File: src/rtl/cb_down_timer.sv
// Loadable down-counter/timer with one-shot and auto-reload modes and a one-cycle TC pulse.
// Define CB_DOWN_TIMER_TMR_EN to triplicate all state with majority voting.
module cb_down_timer #(
    parameter int unsigned Width = 8
) (
    input  logic             CLK,
    input  logic             RST,
    input  logic             CE,
    input  logic             LOAD,
    input  logic [Width-1:0] DIN,
    input  logic             START,
    input  logic             ABORT,
    input  logic             AUTO,
    output logic [Width-1:0] Q,
    output logic             BUSY,
    output logic             DONE,
    output logic             TC
);

    typedef enum logic [1:0] {
        ST_IDLE = 2'd0,
        ST_RUN  = 2'd1,
        ST_DONE = 2'd2
    } state_t;

    typedef struct packed {
        state_t           st;
        logic [Width-1:0] rld;
        logic [Width-1:0] cnt;
        logic             tc;
    } timer_s;

    // Next state of the whole timer from the current (voted) state and this cycle's inputs.
    function automatic timer_s step(
        input timer_s           cur,
        input logic             ce,
        input logic             load,
        input logic [Width-1:0] din,
        input logic             start,
        input logic             abort,
        input logic             auto_rld
    );
        timer_s           nxt;
        logic [Width-1:0] v;
        nxt    = cur;
        nxt.tc = 1'b0;
        v      = load ? din : cur.rld;
        if (load) begin
            nxt.rld = din;
        end
        if (abort) begin
            nxt.st  = ST_IDLE;
            nxt.cnt = '0;
        end else if (start) begin
            if (v != '0) begin
                nxt.cnt = v;
                nxt.st  = ST_RUN;
            end else begin
                // A zero-length timer expires on the start edge itself.
                nxt.cnt = '0;
                nxt.st  = ST_DONE;
                nxt.tc  = 1'b1;
            end
        end else if (cur.st == ST_RUN) begin
            if (ce) begin
                if (cur.cnt > Width'(1)) begin
                    nxt.cnt = cur.cnt - Width'(1);
                end else begin
                    nxt.tc = 1'b1;
                    if (auto_rld && (cur.rld != '0)) begin
                        nxt.cnt = cur.rld;
                    end else begin
                        nxt.cnt = '0;
                        nxt.st  = ST_DONE;
                    end
                end
            end
        end else if (load) begin
            nxt.cnt = din;
        end
        return nxt;
    endfunction

    timer_s tv;

`ifdef CB_DOWN_TIMER_TMR_EN
    (* syn_preserve = 1 *) timer_s tr [3];
    (* syn_keep = 1 *)     timer_s voted;

    // Bitwise majority; a single upset copy is rewritten from the vote next edge.
    assign voted = (tr[0] & tr[1]) | (tr[0] & tr[2]) | (tr[1] & tr[2]);
    assign tv    = voted;

    for (genvar i = 0; i < 3; i++) begin : g_copy
        always_ff @(posedge CLK or posedge RST) begin
            if (RST) begin
                tr[i] <= '0;
            end else begin
                tr[i] <= step(voted, CE, LOAD, DIN, START, ABORT, AUTO);
            end
        end
    end
`else
    timer_s tr;

    assign tv = tr;

    always_ff @(posedge CLK or posedge RST) begin
        if (RST) begin
            tr <= '0;
        end else begin
            tr <= step(tr, CE, LOAD, DIN, START, ABORT, AUTO);
        end
    end
`endif

    assign Q    = tv.cnt;
    assign BUSY = (tv.st == ST_RUN);
    assign DONE = (tv.st == ST_DONE);
    assign TC   = tv.tc;

endmodule

File: config.mk
export PLATFORM = sky130hd
export DESIGN_NAME = cb_down_timer
export DESIGN_NICKNAME = d
export VERILOG_FILES = /design/src/rtl/cb_down_timer.sv
export SDC_FILE = /design/constraint.sdc
export NUM_CORES = 1
export LEC_CHECK = 0
export CAP_MARGIN = 20
export CORE_AREA = 2 2 61 57
export DETAILED_ROUTE_END_ITERATION = 12
export DIE_AREA = 0 0 63 59
export PLACE_DENSITY = 0.74
export SLEW_MARGIN = 25
export SYNTH_ARGS = -nofsm -noshare
export SYNTH_HDL_FRONTEND = slang
export SYNTH_SLANG_ARGS = --single-unit
File: constraint.sdc
create_clock -name CLK -period 3.15 [get_ports CLK]
set_clock_uncertainty 0.05 [all_clocks]
set_input_delay 0.7875 -clock CLK [delete_from_list [all_inputs] [get_ports CLK]]
set_output_delay 0.7875 -clock CLK [all_outputs]
set_load 0.05 [all_outputs]
== Word level (Yosys, flattened, before mapping) ==
Index checks and enable logic that the tools add are counted.
Cells by class
  $lt $le $gt $ge: 1
  multiplexer cells: 20
  reductions and logical operators: 8
  equality and inequality tests: 5
  add/subtract/negate cells: 1
  bitwise logic cells: 0
  multipliers: 0
  shift operators: 0
  divide/modulo/power cells: 0
Operators with widths (count)
  $mux W8: 7
  $mux W9: 2
  $reduce_bool A8 Y1: 2
  $mux W2: 7
  $gt A8 B1 Y1 const B: 1
  $sub A8 B1 Y8 const B: 1
  $ne A3 B3 Y1 const B: 2
  $reduce_bool A3 Y1: 2
  $mux W1: 4
  $ne A4 B4 Y1 const B: 1
  $reduce_and A4 Y1: 1
  $reduce_bool A4 Y1: 1
  $eq A2 B1 Y1 const B: 1
  $eq A2 B2 Y1 const B: 1
  $reduce_and A2 Y1: 1
  $logic_and A1 B1 Y1: 1
Storage, ports and cells
  register bits: 19
  output and inout bits: 11
  bits of input ports: 15
  latch bits: 0
  memory bits (writable): 0
  ROM bits: 0
  memories kept: 0

== Logic depth before layout (Yosys ltp) ==
  word-level depth: 8
  depth in mapped cells: 7

== Least setup slack after synthesis ==
Ideal clock, no wire load.
  kind: input port to flip-flop
  start point: in LOAD
  end point: reg tr, in the netlist Q[4]
  setup time: 0.121 ns
  path buffers: 1
  setup slack: 1.141 ns
  stages: 4
  arrival: 1.838 ns
  cell sequence: clkbuf_1 -> mux2_2 -> o21a_1 -> a22o_2
Between the ends
  cells in the longest elaborated chain, start to end: 5
  elaborated cells between the ends (all ways): 7
  classes of those cells: 4 x mux; 3 x reduce/logical
Ends and longest elaborated chain
  from (decl): line 9  | input logic LOAD,
  $mux W8
  $reduce_bool A8 Y1: line 55  | if (v != '0) begin
  $mux W8: line 55
  $mux W9: line 54  | end else if (start) begin
  $mux W8: line 51  | if (abort) begin
  to (signal assigned): line 112  | tr <= step(tr, CE, LOAD, DIN, START, ABORT, AUTO);
  to (decl): line 104  | timer_s tr;
Several ways; a longest one is shown, not always the timed one.
A chain may end at the register's enable or synchronous reset.

== Final worst setup path ==
  start point: reg tr[18] (netlist bit)
  end point: out BUSY
Between the ends
  cells in the longest elaborated chain, start to end: 1
Ends and longest elaborated chain
  $eq A2 B1 Y1: line 118  | assign BUSY = (tv.st == ST_RUN);
  to (decl): line 15  | output logic BUSY,
No other way between the ends.

==> run metrics <==
Setup WS post-layout=328 ps; TritonCTS clock tree=built; chip height=59 um; actual slew at the worst max-slew pin=721 ps; Synth-to-Final Area Change=17.1%; Clk pin slew, worst setup/hold paths=110 ps; number of distinct standard cells referenced by the synthesized netlist=43; origin of the worst min-delay path=tr[13]; count of unresolved DRC violations after routing=0; Leakage=0.596 nW; number of instances in the synthesized netlist=139; global-route wire length before repair=5200 um; share of the yosys chip area belonging to registers=0.361; CP peak stage delay=800 ps; utilization of the core after routing=0.511; Synth Flop Type=sky130_fd_sc_hd__dfrtp_1; Horiz. Die Dim=63 um; cell area after synthesis=1320 sq um; quantity of I/O buffers inserted on ports=25; post-synth net total=156; non-filler instance count after layout=196; number of fill cells in the layout=296; start point of the critical path=tr[18]; Tmin final=2820 ps; number of global-route vias before repair=1073; Setup Slack @ Placement=500 ps; required time worst endpoint=2310 ps; standard-cell rows=19; PwrDens=429 nW/um^2; max-slew violation total from the final report=0; cell types with the largest area share after synthesis=sky130_fd_sc_hd__dfrtp_1 36%, sky130_fd_sc_hd__mux2_2 6.8%, sky130_fd_sc_hd__buf_4 4.6%, sky130_fd_sc_hd__a21oi_1 3.8%, sky130_fd_sc_hd__a22o_1 3.3%; result of the run=complete, no violations; Avg Inst Size Synth=9.48 sq um; flip-flop and latch count after synthesis=19; endpoints failing hold=0; Detail Placement HPWL=2420 um; area of the core=3020 sq um; worst-case vdd ir drop=0.000195 V; number of buffers created by CTS=3; All-Layer GR Usage=0.179; unrepaired setup endpoints after global routing=false; total power=0.663 mW; proportion of layout cells with a drive suffix above 1=0.130; Detailed Route WL=3120 um; Synth top area share=0.361; cts hold-fix bufs=0; clock root buffer master=sky130_fd_sc_hd__clkbuf_4; cell type of the slowest stage on the worst timing path=sky130_fd_sc_hd__clkdlybuf4s50_1; Max Clock Freq=354 MHz; DIE AREA=3720 sq um; Finished Cell Area=1540 sq um; post-detailed-placement cell area=1520 sq um; Vias/cell=5.80; worst hold-check slack=533 ps; worst flop-to-flop path startpoint=Q[0]; cell taking the most area after synthesis=sky130_fd_sc_hd__dfrtp_1; WS Path Type=reg -> out; final cycle utilization of the critical path=0.896; final routed wire length divided by cell count=15.9 um; placed insts=192; Detailed Routing Iterations Pass 1=4; number of top-level design ports=26; initial drt markers=94; critical path fanouts, max=10; share of flip-flops with an asynchronous set or reset=1.00; total negative setup slack=0 ps; data arrival time of the critical path=1980 ps; weighted congestion reported at the end of routability-driven placement=0.871; worst-case headroom to the max-slew limit=0.519; Sink Count=19; antenna cells=0; cell-by-cell trace of the critical path=nand2b_1 -> inv_1 -> clkdlybuf4s50_1; Bufs on Longest Clock Path=2; remaining global-route overflow=0; pin count of the biggest net entering global routing=20; number of nets in the layout=172; element type at the critical path start=flop; number of nets with antenna violations after detailed routing=0; count of flip-flops with a built-in enable after synthesis=0; Gates resized, CTS repair=0; Starting Density=0.436; count of synthesis-stage warnings from yosys=0; final count of negative-setup-slack endpoints=0; number of H-tree levels=1; number of antenna violations at the first check in global routing=0; clock insertion delay at the later pin of the skew report=300 ps; via count=1137; nature of the critical path endpoint=primary output; path type of the worst min-delay path=reg -> reg; setup fix buffers added after clock tree synthesis=0; max-cap violation count=0
==> cells by family after synthesis <==
logic type	synth area share
mux	0.0760
fa+ha+maj	0.0190
xor+xnor	0.0133
simple gates	0.181
compound gates	0.250
flops	0.361
buf+inv	0.0997
==> state kept, by name, indices dropped and copies added (netlist names) <==
register  flops
tr           10
Q             8
TC            1
==> placed cells by master (no fill, tap or decap), types with 2 or more instances in the layout <==
master	Yosys	final
sky130_fd_sc_hd__mux2_2	8	8
sky130_fd_sc_hd__inv_1	6	6
sky130_fd_sc_hd__a211oi_1	2	2
sky130_fd_sc_hd__o211ai_1	3	3
sky130_fd_sc_hd__a21oi_1	10	10
sky130_fd_sc_hd__nand3b_1	2	2
sky130_fd_sc_hd__clkdlybuf4s50_1	0	25
sky130_fd_sc_hd__nor2_1	9	9
sky130_fd_sc_hd__nand2_1	9	9
sky130_fd_sc_hd__a2111oi_0	2	2
sky130_fd_sc_hd__or3_1	4	4
sky130_fd_sc_hd__nor4_1	5	5
sky130_fd_sc_hd__dfrtp_1	19	19
sky130_fd_sc_hd__nor3_1	5	5
sky130_fd_sc_hd__a221oi_1	2	2
sky130_fd_sc_hd__a22o_1	5	5
sky130_fd_sc_hd__o21ai_0	3	3
sky130_fd_sc_hd__o21a_1	5	5
sky130_fd_sc_hd__ha_1	2	2
sky130_fd_sc_hd__a311oi_1	3	3
sky130_fd_sc_hd__clkbuf_4	0	3
==> worst paths after layout <==
kind | endpoint | slack (ps) | depth (start not counted)
worst max-delay path | BUSY | 330 | 3
worst min-delay path | tr[13] | 530 | 1
worst max register to register | Q[6] | 800 | 7
worst min register to register | tr[13] | 530 | 1
max in group asynchronous | Q[7] | 1760 | 2
min in group asynchronous | tr[15] | 840 | 2
==> layer usage <==
layer | global-route usage | share of wire | vias up
li1 | - | - | 545
met1 | 0.263 | 0.49 | 549
met2 | 0.275 | 0.45 | 39
met3 | 0.0228 | 0.049 | 4
met4 | 0.0571 | 0.011 | 0
met5 | 0 | 0 | -
==> worst max-delay path, delay by kind of cell, from the launching register on <==
family / cells / cell delay (ps)
flops: 1 / 430
buf+inv: 2 / 910
simple gates: 1 / 330
==> synthesized netlist by cell type, drive strengths merged, types with 4 or more instances <==
master,number
dfrtp,19
nor2,9
buf,11
nand2,9
mux2,8
o21a,5
inv,6
a21oi,10
nor3,5
a22o,6
nor4,6
or3,4
==> cell type report <==
cell class	instances	area [sq um]	share of cell area
sequential	19	475	0.308
timing repair buffer	25	250	0.162
tap	42	52.6	0.0341
inverter	7	26.3	0.0170
clock inverter	1	5.00	0.00324
multi-input combinational	99	711	0.461
clock buffer	3	22.5	0.0146
==> where the power goes <==
part / leakage [nW] / switching (mW) / total, mW / internal (mW)
logic: 0.340 / 0.139 / 0.236 / 0.0972
clock network: 0.0177 / 0.0825 / 0.130 / 0.0474
registers: 0.238 / 0.0304 / 0.296 / 0.266
(Power assumes the default switching activity.)
